<file path="config.mk">
export PLATFORM = sky130hd
export DESIGN_NAME = grasspopper_arbiter_flat
export DESIGN_NICKNAME = d
export VERILOG_FILES = /design/src/rtl/grasspopper_arbiter_if.sv /design/src/rtl/grasspopper_arbiter.sv /design/src/flat_wrapper.sv
export SDC_FILE = /design/constraint.sdc
export NUM_CORES = 1
export LEC_CHECK = 0
export ABC_AREA = 1
export ABC_CLOCK_PERIOD_IN_PS = 2730
export BUFFER_PORTS_ARGS = -buffer_cell sky130_fd_sc_hd__buf_4
export CAP_MARGIN = 30
export CORE_AREA = 5 5 357 359
export DETAILED_ROUTE_END_ITERATION = 7
export DIE_AREA = 0 0 362 364
export GPL_ROUTABILITY_DRIVEN = 0
export PLACE_DENSITY = 0.35
export RECOVER_POWER = 50
export SLEW_MARGIN = 25
export SYNTH_ARGS = -nofsm -noshare
export SYNTH_HDL_FRONTEND = slang
export SYNTH_SLANG_ARGS = --single-unit
</file>
<file path="constraint.sdc">
create_clock -name clk -period 2.73 [get_ports clk]
set_clock_uncertainty 0.15 [all_clocks]
set_input_delay 0.546 -clock clk [delete_from_list [all_inputs] [get_ports clk]]
set_output_delay 0.546 -clock clk [all_outputs]
set_load 0.02 [all_outputs]
</file>
<file path="src/rtl/grasspopper_arbiter_if.sv">
// Bundle of requester-side and core-side signals around the grasspopper arbiter.
// The arbiter connects through the slave modport; client/core logic uses master.
interface grasspopper_arbiter_if #(
    parameter int N_REQ = 4
);
    logic [N_REQ-1:0]     req_valid_i;
    logic [N_REQ*128-1:0] req_data_i;
    logic [N_REQ-1:0]     req_ready_o;
    logic [N_REQ-1:0]     rsp_valid_o;
    logic [127:0]         rsp_data_o;
    logic                 rsp_err_o;
    logic [N_REQ-1:0]     rsp_ready_i;
    logic [127:0]         core_data_o;
    logic                 core_request_o;
    logic                 core_ack_o;
    logic [127:0]         core_data_i;
    logic                 core_valid_i;
    logic                 core_busy_i;

    modport slave (
        input  req_valid_i, req_data_i, rsp_ready_i,
        input  core_data_i, core_valid_i, core_busy_i,
        output req_ready_o, rsp_valid_o, rsp_data_o, rsp_err_o,
        output core_data_o, core_request_o, core_ack_o
    );

    modport master (
        output req_valid_i, req_data_i, rsp_ready_i,
        output core_data_i, core_valid_i, core_busy_i,
        input  req_ready_o, rsp_valid_o, rsp_data_o, rsp_err_o,
        input  core_data_o, core_request_o, core_ack_o
    );
endinterface

</file>
<file path="src/rtl/grasspopper_arbiter.sv">
// Round-robin arbiter sharing one grasspopper cipher core among N_REQ requesters,
// with a per-block timeout that turns a silent core into an error response.
module grasspopper_arbiter #(
    parameter int N_REQ   = 4,
    parameter int TIMEOUT = 1024
) (
    input logic clk,
    input logic rst,
    grasspopper_arbiter_if.slave bus
);
    localparam int PTR_W = (N_REQ > 1) ? $clog2(N_REQ) : 1;
    localparam int CNT_W = $clog2(TIMEOUT + 1);
    localparam logic [CNT_W-1:0] CNT_LAST = CNT_W'(TIMEOUT - 1);
    localparam logic [PTR_W-1:0] PTR_LAST = PTR_W'(N_REQ - 1);
    localparam logic [N_REQ-1:0] ONE_HOT0 = N_REQ'(1);

    typedef enum logic [2:0] {IDLE, ISSUE, WAIT, ACK, RESP} state_t;

    state_t             state;
    logic [PTR_W-1:0]   ptr;
    logic [PTR_W-1:0]   grant;
    logic [CNT_W-1:0]   count;
    logic [127:0]       operand;
    logic [127:0]       result;
    logic               err_flag;
    logic               core_request_q;
    logic               core_ack_q;
    logic [N_REQ-1:0]   rsp_valid_q;

    logic               win_found;
    logic [PTR_W-1:0]   win_idx;
    logic [PTR_W-1:0]   cand;
    int                 j;

    // Search upward from ptr with wrap; the first requesting index wins.
    always_comb begin
        win_found = 1'b0;
        win_idx   = '0;
        cand      = '0;
        j         = 0;
        if (state == IDLE && !bus.core_busy_i) begin
            for (int k = 0; k < N_REQ; k++) begin
                j = int'(ptr) + k;
                if (j >= N_REQ) begin
                    j = j - N_REQ;
                end
                cand = PTR_W'(j);
                if (!win_found && bus.req_valid_i[cand]) begin
                    win_found = 1'b1;
                    win_idx   = cand;
                end
            end
        end
    end

    assign bus.req_ready_o    = win_found ? (ONE_HOT0 << win_idx) : '0;
    assign bus.core_data_o    = operand;
    assign bus.core_request_o = core_request_q;
    assign bus.core_ack_o     = core_ack_q;
    assign bus.rsp_valid_o    = rsp_valid_q;
    assign bus.rsp_data_o     = result;
    assign bus.rsp_err_o      = err_flag;

    always_ff @(posedge clk) begin
        if (rst) begin
            state          <= IDLE;
            ptr            <= '0;
            grant          <= '0;
            count          <= '0;
            operand        <= '0;
            result         <= '0;
            err_flag       <= 1'b0;
            core_request_q <= 1'b0;
            core_ack_q     <= 1'b0;
            rsp_valid_q    <= '0;
        end else begin
            core_request_q <= 1'b0;
            core_ack_q     <= 1'b0;
            case (state)
                IDLE: begin
                    if (win_found) begin
                        operand        <= bus.req_data_i[int'(win_idx)*128 +: 128];
                        grant          <= win_idx;
                        core_request_q <= 1'b1;
                        state          <= ISSUE;
                    end
                end
                ISSUE: begin
                    count <= '0;
                    state <= WAIT;
                end
                WAIT: begin
                    count <= count + 1'b1;
                    // A valid arriving on the expiry cycle still counts as a result.
                    if (bus.core_valid_i) begin
                        result     <= bus.core_data_i;
                        err_flag   <= 1'b0;
                        core_ack_q <= 1'b1;
                        state      <= ACK;
                    end else if (count == CNT_LAST) begin
                        result      <= '0;
                        err_flag    <= 1'b1;
                        rsp_valid_q <= ONE_HOT0 << grant;
                        state       <= RESP;
                    end
                end
                ACK: begin
                    rsp_valid_q <= ONE_HOT0 << grant;
                    state       <= RESP;
                end
                RESP: begin
                    if (bus.rsp_ready_i[grant]) begin
                        rsp_valid_q <= '0;
                        ptr         <= (grant == PTR_LAST) ? '0 : grant + 1'b1;
                        state       <= IDLE;
                    end
                end
                default: begin
                    state <= IDLE;
                end
            endcase
        end
    end
endmodule

</file>
<file path="src/flat_wrapper.sv">
// flat-port wrapper written by rule: the top's interface ports become plain ports
module grasspopper_arbiter_flat 
#(
    parameter int N_REQ   = 4,
    parameter int TIMEOUT = 1024
)
  (clk, rst, bus_req_valid_i, bus_req_data_i, bus_rsp_ready_i, bus_core_data_i, bus_core_valid_i, bus_core_busy_i, bus_req_ready_o, bus_rsp_valid_o, bus_rsp_data_o, bus_rsp_err_o, bus_core_data_o, bus_core_request_o, bus_core_ack_o);
  grasspopper_arbiter_if #(.N_REQ(N_REQ)) bus_i ();
  input logic clk;
  input logic rst;
  input wire logic [$bits(bus_i.req_valid_i)-1:0] bus_req_valid_i;
  input wire logic [$bits(bus_i.req_data_i)-1:0] bus_req_data_i;
  input wire logic [$bits(bus_i.rsp_ready_i)-1:0] bus_rsp_ready_i;
  input wire logic [$bits(bus_i.core_data_i)-1:0] bus_core_data_i;
  input wire logic [$bits(bus_i.core_valid_i)-1:0] bus_core_valid_i;
  input wire logic [$bits(bus_i.core_busy_i)-1:0] bus_core_busy_i;
  output wire logic [$bits(bus_i.req_ready_o)-1:0] bus_req_ready_o;
  output wire logic [$bits(bus_i.rsp_valid_o)-1:0] bus_rsp_valid_o;
  output wire logic [$bits(bus_i.rsp_data_o)-1:0] bus_rsp_data_o;
  output wire logic [$bits(bus_i.rsp_err_o)-1:0] bus_rsp_err_o;
  output wire logic [$bits(bus_i.core_data_o)-1:0] bus_core_data_o;
  output wire logic [$bits(bus_i.core_request_o)-1:0] bus_core_request_o;
  output wire logic [$bits(bus_i.core_ack_o)-1:0] bus_core_ack_o;
  assign bus_i.req_valid_i = bus_req_valid_i;
  assign bus_i.req_data_i = bus_req_data_i;
  assign bus_i.rsp_ready_i = bus_rsp_ready_i;
  assign bus_i.core_data_i = bus_core_data_i;
  assign bus_i.core_valid_i = bus_core_valid_i;
  assign bus_i.core_busy_i = bus_core_busy_i;
  assign bus_req_ready_o = bus_i.req_ready_o;
  assign bus_rsp_valid_o = bus_i.rsp_valid_o;
  assign bus_rsp_data_o = bus_i.rsp_data_o;
  assign bus_rsp_err_o = bus_i.rsp_err_o;
  assign bus_core_data_o = bus_i.core_data_o;
  assign bus_core_request_o = bus_i.core_request_o;
  assign bus_core_ack_o = bus_i.core_ack_o;
  grasspopper_arbiter #(.N_REQ(N_REQ), .TIMEOUT(TIMEOUT)) u_core (.clk(clk), .rst(rst), .bus(bus_i));
endmodule
</file>
---- Word-level counts from Yosys, hierarchy flattened ----
Index checks and enable logic that the tools add are counted.
operators by class
  reduce and logical (&&, ||, !) cells .... 19
  bitwise gates (word level) .............. 2
  multiplexer cells ....................... 49
  $add $sub $neg .......................... 9
  magnitude comparators ................... 9
  equality and inequality tests ........... 11
  shifts and indexed selects .............. 3
operators by type and width
  kind                     number
  $shiftx A512 B10 Y128    1
  $mux W128                2
  $mux W2                  14
  $pmux W11 S2             1
  $mux W1                  17
  $mux W4                  4
  $lt A2 B3 Y1 const B     5
  $pmux W3 S5              1
  $mux W3                  4
  $pmux W4 S3              1
  $add A11 B1 Y11 const B  1
  $eq A11 B10 Y1 const B   1
  $bmux W1 S2              5
  $ge A3 B3 Y1 const B     3
  $shl A1 B2 Y4 const A    2
  $sub A2 B1 Y2 const B    4
  $add A2 B2 Y3 const B    2
  $eq A3 B2 Y1 const B     2
  $ne A2 B1 Y1 const B     3
  $reduce_and A2 Y1        3
  $logic_and A1 B1 Y1      4
  $logic_not A1 Y1         4
  $reduce_and A4 Y1        1
  $reduce_bool A2 Y1       2
  13 further kinds         15
word-level totals
  logic and storage cells ................. 112
  flip-flop bits (word level) ............. 281
  output and inout bits ................... 267
  bits of input ports ..................... 652

---- Longest topological paths before layout ----
Gate-level depths: netlist of the first run.
  depth after elaboration ................. 21
  depth in mapped cells ................... 19
  gate-level depth less buffers ........... 16

---- Worst setup path before layout of the first run ----
No wires, ideal clock.
  kind .................................... input to output
  start point ............................. in bus_req_valid_i[3]
  end point ............................... out bus_req_ready_o[0]
  data required time ...................... 2.034 ns
  cell stages on the path ................. 13
  path buffers ............................ 2
  arrival time ............................ 2.065 ns
  slack ................................... -0.031 ns
  cells stage by stage .................... inv_1 -> nand2_1 -> nand3_1 -> nand2_1 -> nor2_4 -> nand3_1 -> nand2_1 -> inv_2 -> nand2_2 -> inv_2 -> buf_2 -> buf_2 -> nor3_1
between the ends
  cells in the longest elaborated chain, start to end .. 18
  elaborated cells on any way between the ends .. 29
  those cells by class .................... 1 x shift; 22 x mux; 6 x reduce/logical
ends and longest elaborated chain
  element                        line                       RTL
  start: declaration             flat_wrapper.sv:11         input wire logic [$bits(bus_i.req_valid_i)-1:0] bus_req_valid_i;
  $bmux W1 S2                    grasspopper_arbiter.sv:48  if (!win_found && bus.req_valid_i[cand]) begin
  $mux W1 (not written as such)  grasspopper_arbiter.sv:48
  $mux W1                        grasspopper_arbiter.sv:48
  $mux W1                        grasspopper_arbiter.sv:41  if (state == IDLE && !bus.core_busy_i) begin
  $logic_not A1 Y1               grasspopper_arbiter.sv:48
  $logic_and A1 B1 Y1            grasspopper_arbiter.sv:48
  $mux W1                        grasspopper_arbiter.sv:48
  $mux W1                        grasspopper_arbiter.sv:41
  (+2 left out)                  --
  $mux W1                        grasspopper_arbiter.sv:48
  $mux W1                        grasspopper_arbiter.sv:41
  $logic_not A1 Y1               grasspopper_arbiter.sv:48
  $logic_and A1 B1 Y1            grasspopper_arbiter.sv:48
  $mux W2                        grasspopper_arbiter.sv:48
  $mux W2                        grasspopper_arbiter.sv:41
  $shl A1 B2 Y4                  grasspopper_arbiter.sv:56  assign bus.req_ready_o = win_found ? (ONE_HOT0 << win_idx) : '0;
  $mux W4 (*)                    grasspopper_arbiter.sv:56
  end: declaration               flat_wrapper.sv:17         output wire logic [$bits(bus_i.req_ready_o)-1:0] bus_req_ready_o;
Every way passes the cells marked *; elsewhere a longest branch is shown, timed or not. The select of a mux whose other input is x is not followed.

---- Worst setup path in the final report of the first run ----
  start point ............................. reg u_core.ptr[0]
  end point ............................... out bus_req_ready_o[2]
between the ends
  cells in the longest elaborated chain, start to end .. 21
  elaborated cells on any way between the ends .. 48
  those cells by class .................... 7 x add/sub; 4 x order compare; 1 x shift; 30 x mux; 6 x reduce/logical
ends and longest elaborated chain
  element                                               line                                                  RTL
  start: declaration                                    grasspopper_arbiter.sv:20                             logic [PTR_W-1:0] ptr;
  start signal: assignment                              grasspopper_arbiter.sv:114                            ptr <= (grant == PTR_LAST) ? '0 : grant + 1'b1;
  $ge A2 B3 Y1 / $sub A2 B1 Y2 (equally long branches)  grasspopper_arbiter.sv:44, grasspopper_arbiter.sv:45
  $mux W2                                               grasspopper_arbiter.sv:44                             if (j >= N_REQ) begin
  $mux W2                                               grasspopper_arbiter.sv:41
  $bmux W1 S2                                           grasspopper_arbiter.sv:48
  $mux W1 (not written as such)                         grasspopper_arbiter.sv:48
  $mux W1                                               grasspopper_arbiter.sv:48
  $mux W1                                               grasspopper_arbiter.sv:41
  $logic_not A1 Y1                                      grasspopper_arbiter.sv:48
  (+5 left out)                                         --
  $mux W1                                               grasspopper_arbiter.sv:48
  $mux W1                                               grasspopper_arbiter.sv:41
  $logic_not A1 Y1                                      grasspopper_arbiter.sv:48
  $logic_and A1 B1 Y1                                   grasspopper_arbiter.sv:48
  $mux W2                                               grasspopper_arbiter.sv:48
  $mux W2                                               grasspopper_arbiter.sv:41
  $shl A1 B2 Y4                                         grasspopper_arbiter.sv:56
  $mux W4 (*)                                           grasspopper_arbiter.sv:56
Marks and branches as above.

==> flow_summary_export.csv, run 1 <==
group,metric,value,unit
timing,final.setup.worst_slack,-0.0711,ns
run_status,status,"finished, violations left",
routing,wl_per_cell,21.7,µm
worst_setup_path,critPathLaunchType,"flop",
global_route,antenna_found_initial,67,
clock_tree,cts_made_buffers,42,
synthesis,syn-num-nets,3373,
synthesis,synth_cell_types,30,
synthesis,synthesis.instances,2716,
pwr,p_clk_share,23.1,%
pwr,p_sw_share,47.2,%
pwr,combinationalPowerShare,52.8,%
floorplanning,floorplan.core_area,123000,µm²
floorplanning,fp.dieW,362,µm
clock_tree,worstSkewPairLatency,0.59,ns
worst_setup_path,crit_path_frequent_cell,"sky130_fd_sc_hd__nand2_2",
clock_tree,path_clk_slew,0.06,ns
pwr,cell_internal_pwr,12.6,mW
finish,count_of_nets_after_finishing,4364,
global_route,met2_global_route_usage,28.9,%
timing,maximum_operating_frequency,357,MHz
timing,min_period,2.80,ns
floorplanning,fp.dieArea,132000,µm²
finish,drive_above_1_share,24.5,%
pwr,p_switching,11.2,mW
hold_path,hp-class,"in2reg",
finish,n_fill_cell,14465,
pwr,leakage,13.1,nW
routing,dr_total_vias,20887,
routing,firstDrtPassIters,5,
pwr,peakVddDrop,0.421,mV
finish,area.growth.synth_to_final,68.7,%
global_route,grt_use_total,16.7,%
clock_tree,clock_tree.root_cell,"sky130_fd_sc_hd__clkbuf_16",
synthesis,yosysWarnings,0,
clock_tree,cts_buffer_depth,3,
timing,unrepaired_setup_endpoints_after_global_routing,"true",
synthesis,cell_type_with_the_highest_aggregate_area_in_the_netlist,"sky130_fd_sc_hd__dfxtp_1",
floorplanning,placement_rows,129,
clock_tree,htreeDepth,2,
timing,tns,-0.252,ns
place,hpwlAfterDp,97000,µm
run,maxCapViolations,0,
timing,finalSetupViolCount,4,
synthesis,syn_avg_cell_area,5.88,µm²
timing,finalHoldViolCount,0,
routing,drt_drc_violations_left,0,
place,placed_cells_incl_taps,5187,
worst_setup_path,timing.critical_path.max_delay_family,"simple AND/OR/NAND/NOR gates",
clock_tree,clock_sinks,281,
synthesis,synth.top_cells.by_area,"sky130_fd_sc_hd__dfxtp_1 35%, sky130_fd_sc_hd__nand2_1 25%, sky130_fd_sc_hd__nand3_1 13%, sky130_fd_sc_hd__inv_1 6.6%, sky130_fd_sc_hd__nor2_1 6.5%",
run_status,violations,"setup timing",
timing,maxSlewHeadroom,4.04,%
routing,drt_first_iter_violations,1291,
floorplanning,floorplan.io_pins,919,
worst_setup_path,worst-path-buf-inv,4,
worst_setup_path,path_class,"reg2out",
global_route,grt.met3_usage,6.42,%
worst_setup_path,critPathMaxStageDelay,0.39,ns
timing,slew_viol_final,0,
routing,drt-vias-per-instance,3.86,
pwr,power-per-cell-area,885,nW/µm²
floorplanning,initial_utilization,12.9,%
routing,detailed_route_wire_length,117000,µm
global_route,use_met1,18.8,%
worst_setup_path,critical_path.cell_chain,"buf_6, nand2_2, nand2_2, nand2_2, nand2_2, nor2_4, nand3_2, nand2_4, inv_16, nand2_8, inv_4, nor2_1, buf_4",
worst_setup_path,worst_ep_required_time,2.03,ns
place,portBuffers,918,
synthesis,syn_area,16000,µm²
global_route,grt_start_max_net_pins,96,
worst_setup_path,critical_path.endpoint_type,"output pin",
timing,worst-slew-pin-transition,1.44,ns
finish,fin_cells,5408,
floorplanning,die_h,364,µm
worst_setup_path,critPathArrivalTime,2.11,ns
synthesis,synth.yosys.seq_area_share,35.2,%
clock_tree,tritoncts,"yes",
pwr,seq_power_share,24.1,%
timing,min_period_over_period,103,%
synthesis,netlist.area_leader.share,35.2,%
global_route,grt-ovfl-total,0,
synthesis,synth-seq-cells,281,
global_route,grt_pass1_vias,21163,
worst_setup_path,critical_path_peak_fanout,7,
routing,ant_nets_after_route,0,
worst_setup_path,worst_path_max_delay_cell,"sky130_fd_sc_hd__dfxtp_4",
pwr,design_power_total,23.8,mW
global_route,gr_busiest_metal,"met2",
finish,utilization,21.8,%
global_route,grt_first_pass_wirelength,159000,µm
[worst reg2reg max path: stages, from the launching register on]
cell	delay, ns
sky130_fd_sc_hd__dfxtp_4	0.39
sky130_fd_sc_hd__buf_6	0.13
sky130_fd_sc_hd__nand2_2	0.06
sky130_fd_sc_hd__nand2_2	0.06
sky130_fd_sc_hd__nand2_2	0.07
sky130_fd_sc_hd__nand2_2	0.07
sky130_fd_sc_hd__nor2_4	0.13
sky130_fd_sc_hd__nand3_2	0.10
sky130_fd_sc_hd__nand2_4	0.14
sky130_fd_sc_hd__inv_16	0.04
sky130_fd_sc_hd__nand2_8	0.07
sky130_fd_sc_hd__buf_4	0.18
sky130_fd_sc_hd__buf_12	0.19
sky130_fd_sc_hd__buf_4	0.25
sky130_fd_sc_hd__nand2_1	0.07
sky130_fd_sc_hd__nand2_1	0.07
sky130_fd_sc_hd__nand2_1	0.10
sky130_fd_sc_hd__nand3_1	0.10
sky130_fd_sc_hd__nand2_1	0.05
sky130_fd_sc_hd__inv_1	0.04
[power groups by stage]
stage	Sequential [mW]	Combinational [mW]	Clock (mW)
CTS	5.78	13.4	5.75
floorplan	6.81	6.14	0
finish	5.74	12.6	5.50
global placement	5.84	13.1	0
global route	5.86	14.0	5.88
detailed placement	5.85	13.1	0
[timing repair]
item / CTS / global route
endpoints found under the setup margin: 4 / 59
endpoints found under the hold margin: 101 / 0
pin swaps: 11 / 11
hold buffers: 98 / 0
setup buffers: 10 / 4
resized for setup: 26 / 35
cloned: 0 / 1
[final timing paths]
check	start	end	slack [ns]	depth (start not counted)
min reg2reg	u_core.bus.rsp_data_o[14]	u_core.bus.rsp_data_o[14]	0.30	2
max	u_core.ptr[0]	bus_req_ready_o[2]	-0.07	13
min	bus_core_data_i[39]	u_core.bus.rsp_data_o[39]	0.04	3
max reg2reg	u_core.ptr[0]	u_core.bus.core_data_o[10]	0.20	19
[stage by stage]
step                setup WS, ns  hold slack [ns]  instance area (µm²)
floorplan                 0.0857            0.303                16000
global placement         0.00151            0.295                25200
detailed placement        0.0106            0.298                25200
CTS                       -0.198         0.000612                27600
global route              -0.225           0.0108                26900
finish                   -0.0711           0.0427                26900
[logic make-up (layout without fill, tap and decap cells)]
| kind of cell | after synthesis | after routing | share of synthesized area [%] |
|---|---|---|---|
| buffers and inverters | 475 | 1498 | 13.2 |
| other | 0 | 32 | 0 |
| AND/OR/NAND/NOR | 1792 | 1792 | 45.9 |
| AO/OA/AOI/OAI | 163 | 163 | 5.25 |
| flip-flops | 281 | 281 | 35.2 |
| adder cells (fa/ha/maj) | 5 | 5 | 0.392 |
[sequential cells by signal (all words and copies together) (netlist names)]
signal                     cells
u_core.bus.rsp_valid_o         4
u_core.grant                   2
u_core.bus.rsp_data_o        128
u_core.count                  11
u_core.ptr                     2
u_core.bus.core_data_o       128
u_core.bus.rsp_err_o           1
u_core.state                   3
u_core.bus.core_request_o      1
u_core.bus.core_ack_o          1
[placed cells by master, fill, tap and decap left out, drive strengths merged]
cell type and count:
nor2 276, dlygate4sd3 98, a31oi 2, a311oi 1
nand4 7, nand3b 1, a31o 1, clkbuf 320
o21bai 1, clkinv 13, nand3 403, a21oi 19
nor3 7, diode 32, a211oi 2, o21ai 135
a22oi 2, ha 5, inv 288, dfxtp 281
nand2 1098, buf 779
[Yosys cell counts]
cell and instances:
sky130_fd_sc_hd__a31o_2 1, sky130_fd_sc_hd__o21bai_1 1, sky130_fd_sc_hd__buf_1 4, sky130_fd_sc_hd__a311oi_1 1, sky130_fd_sc_hd__nand4_1 7, sky130_fd_sc_hd__nand3_2 1, sky130_fd_sc_hd__o21ai_1 20, sky130_fd_sc_hd__inv_2 6
sky130_fd_sc_hd__nand2_2 13, sky130_fd_sc_hd__nor3_1 7, sky130_fd_sc_hd__buf_2 114, sky130_fd_sc_hd__dfxtp_1 281, sky130_fd_sc_hd__buf_8 2, sky130_fd_sc_hd__nand3_1 402, sky130_fd_sc_hd__buf_6 20, sky130_fd_sc_hd__nand2_1 1083
sky130_fd_sc_hd__a211oi_1 2, sky130_fd_sc_hd__a21oi_1 19, sky130_fd_sc_hd__clkbuf_1 44, sky130_fd_sc_hd__a31oi_1 2, sky130_fd_sc_hd__inv_4 2, sky130_fd_sc_hd__buf_4 3, sky130_fd_sc_hd__nand3b_1 1, sky130_fd_sc_hd__a22oi_1 2
sky130_fd_sc_hd__ha_1 5, sky130_fd_sc_hd__nand2_4 2, sky130_fd_sc_hd__o21ai_0 115, sky130_fd_sc_hd__inv_1 280, sky130_fd_sc_hd__nor2_4 1, sky130_fd_sc_hd__nor2_1 275
[routing by layer]
metal  wire length [µm]  up-vias
li1                   -    10377
met1              45800     9539
met2              57300      766
met3              10500      179
met4               3580       26
met5                184        -
[area by class of cell]
| type | count | area [µm²] | area share (%) |
|---|---|---|---|
| Clock buffer | 63 | 1260 | 4.68 |
| Sequential cell | 281 | 5630 | 20.9 |
| Inverter | 288 | 1110 | 4.14 |
| Timing Repair Buffer | 1134 | 8290 | 30.8 |
| Antenna cell | 32 | 80.1 | 0.297 |
| Tap cell | 1637 | 2050 | 7.61 |
| Multi-Input combinational cell | 1960 | 8410 | 31.2 |
| Clock inverter | 13 | 91.3 | 0.339 |
No activity file was read; power rests on OpenSTA's default activity.
==> run 2: changes to the inputs <==
Settings changed: CAP_MARGIN 30 to default, RECOVER_POWER 50 to 25.
==> run 2 against run 1 <==
The flow still finishes with violations (setup timing); register-to-register slack barely moved; critical path type unchanged; die area did not move; total power rose by 1.5%.
==> flow_summary_export.csv, run 2 (synthesized netlist as in run 1, its figures left out) <==
group,metric,value,unit
run_status,status,"finished, violations left",
run_status,violations,"setup timing",
global_route,grt_first_pass_wirelength,159000,µm
worst_setup_path,timing.critical_path.max_delay_family,"simple AND/OR/NAND/NOR gates",
global_route,met2_global_route_usage,28.9,%
clock_tree,worstSkewPairLatency,0.59,ns
floorplanning,fp.dieW,362,µm
timing,finalHoldViolCount,0,
worst_setup_path,path_class,"reg2out",
routing,drt_drc_violations_left,0,
pwr,seq_power_share,23.8,%
worst_setup_path,critical_path_peak_fanout,7,
pwr,peakVddDrop,0.407,mV
finish,layout.cells.most_common,"sky130_fd_sc_hd__nand2_1",
finish,final_cell_mix,"1,059 x sky130_fd_sc_hd__nand2_1, 870 x sky130_fd_sc_hd__buf_4, 396 x sky130_fd_sc_hd__nand3_1",
worst_setup_path,r2r_end,"u_core.bus.core_data_o[10]",
floorplanning,fp.dieArea,132000,µm²
pwr,p_sw_share,46.5,%
clock_tree,clock_tree.root_cell,"sky130_fd_sc_hd__clkbuf_16",
place,placed_area,25200,µm²
timing,maximum_operating_frequency,357,MHz
worst_setup_path,regToRegStartpoint,"u_core.ptr[0]",
clock_tree,htreeDepth,2,
global_route,grt_use_total,16.7,%
place,preCtsSetupSlack,0.0106,ns
finish,finalInstanceArea,27400,µm²
clock_tree,cts_made_buffers,42,
worst_setup_path,r2r_slack,0.19,ns
global_route,antenna_found_initial,67,
worst_setup_path,worst_ep_required_time,2.03,ns
routing,firstDrtPassIters,6,
global_route,grt_pass1_vias,21163,
worst_setup_path,critical_path.cell_chain,"buf_6, nand2_2, nand2_2, nand2_2, nand2_2, nor2_4, nand3_2, nand2_4, inv_16, nand2_8, inv_4, nor2_1, buf_4",
timing,min_period,2.80,ns
pwr,p_switching,11.2,mW
pwr,p_clk_share,22.7,%
routing,drt-vias-per-instance,3.87,
place,hpwlAfterDp,97000,µm
worst_setup_path,cp-startpoint,"u_core.ptr[0]",
timing,worst-slew-pin-transition,1.40,ns
hold_path,hp-class,"in2reg",
timing,finalSetupViolCount,4,
worst_setup_path,worst_path_max_delay_cell,"sky130_fd_sc_hd__dfxtp_4",
floorplanning,placement_rows,129,
worst_setup_path,critical_path.endpoint_type,"output pin",
pwr,cell_internal_pwr,13.0,mW
timing,maxSlewHeadroom,6.61,%
finish,area.growth.synth_to_final,71.9,%
worst_setup_path,crit_end,"bus_req_ready_o[2]",
clock_tree,cts_buffer_depth,3,
global_route,grt.met3_usage,6.42,%
routing,wl_per_cell,21.7,µm
timing,final.setup.worst_slack,-0.0719,ns
timing,hold_slack,0.0412,ns
routing,dr_total_vias,20948,
routing,ant_nets_after_route,0,
routing,detailed_route_wire_length,117000,µm
pwr,design_power_total,24.2,mW
floorplanning,die_h,364,µm
global_route,use_met1,18.8,%
worst_setup_path,critPathLaunchType,"flop",
clock_tree,clock_sinks,281,
timing,unrepaired_setup_endpoints_after_global_routing,"true",
global_route,gr_busiest_metal,"met2",
place,portBuffers,918,
floorplanning,initial_utilization,12.9,%
timing,min_period_over_period,103,%
floorplanning,floorplan.io_pins,919,
run,maxCapViolations,0,
clock_tree,tritoncts,"yes",
worst_setup_path,reg2regPathDepth,19,
timing,slew_viol_final,0,
pwr,combinationalPowerShare,53.5,%
worst_setup_path,worst-path-buf-inv,4,
place,placed_cells_incl_taps,5187,
floorplanning,floorplan.core_area,123000,µm²
global_route,grt_start_max_net_pins,96,
pwr,leakage,13.6,nW
finish,count_of_nets_after_finishing,4364,
clock_tree,path_clk_slew,0.06,ns
pwr,power-per-cell-area,882,nW/µm²
global_route,grt-ovfl-total,0,
worst_setup_path,critPathMaxStageDelay,0.39,ns
routing,drt_first_iter_violations,1339,
finish,fin_cells,5407,
finish,drive_above_1_share,28.1,%
worst_setup_path,critPathArrivalTime,2.11,ns
worst_setup_path,timing.critical_path.depth,13,
worst_setup_path,crit_path_frequent_cell,"sky130_fd_sc_hd__nand2_2",
## run 2: worst min-delay path, cell delays in order
cell	delay, ns
sky130_fd_sc_hd__buf_4	0.08
sky130_fd_sc_hd__nand2_1	0.06
sky130_fd_sc_hd__o21ai_0	0.06
## run 2: worst min path at each step
stage | end | startpoint | depth (start not counted) | slack, ns
after floorplan | u_core.count[4] | u_core.count[4] | 2 | 0.30
after global placement | u_core.bus.rsp_data_o[11] | u_core.bus.rsp_data_o[11] | 2 | 0.30
after detailed placement | u_core.bus.rsp_data_o[12] | u_core.bus.rsp_data_o[12] | 2 | 0.30
after CTS | u_core.bus.rsp_data_o[57] | bus_core_data_i[57] | 3 | 0.0006
after global routing | u_core.bus.rsp_data_o[57] | bus_core_data_i[57] | 3 | 0.01
final | u_core.bus.rsp_data_o[39] | bus_core_data_i[39] | 3 | 0.04
## run 2: per-stage QoR
stage	util, %	setup TNS [ns]
6_report	22.2	-0.255
5_1_grt	22.2	-0.869
4_1_cts	22.4	-0.624
3_5_place_dp	20.4	0
3_3_place_gp	20.4	0
2_1_floorplan	-	0
## run 2: per-layer routing
layer | vias to the layer above | wire length [µm]
li1 | 10377 | -
met1 | 9587 | 45600
met5 | - | 172
met3 | 175 | 10600
met4 | 26 | 3450
met2 | 783 | 57600
## run 2: repair_timing
action	4_1_cts	5_1_grt
pin swaps	11	11
gates cloned	0	1
hold buffers	98	0
gates resized for setup	26	35
buffers inserted	10	4
hold endpoints to repair	101	0
endpoints found under the setup margin	4	59
## run 2: power by group through the flow
stage / clock (mW) / combinational [mW] / sequential (mW)
after global placement: 0 / 13.1 / 5.84
after CTS: 5.75 / 13.4 / 5.78
after detailed placement: 0 / 13.1 / 5.85
after global routing: 5.88 / 14.3 / 5.88
after floorplan: 0 / 6.14 / 6.81
final: 5.49 / 12.9 / 5.75
## run 2: area by class of cell
type / count / area [µm²]
clock buffer: 63 / 1260
clock inverter: 13 / 91.3
antenna: 31 / 77.6
sequential: 281 / 5630
tap: 1637 / 2050
fill: 14369 / 96000
timing repair buffer: 1134 / 8790
multi-input combinational: 1960 / 8410
inverter: 288 / 1110
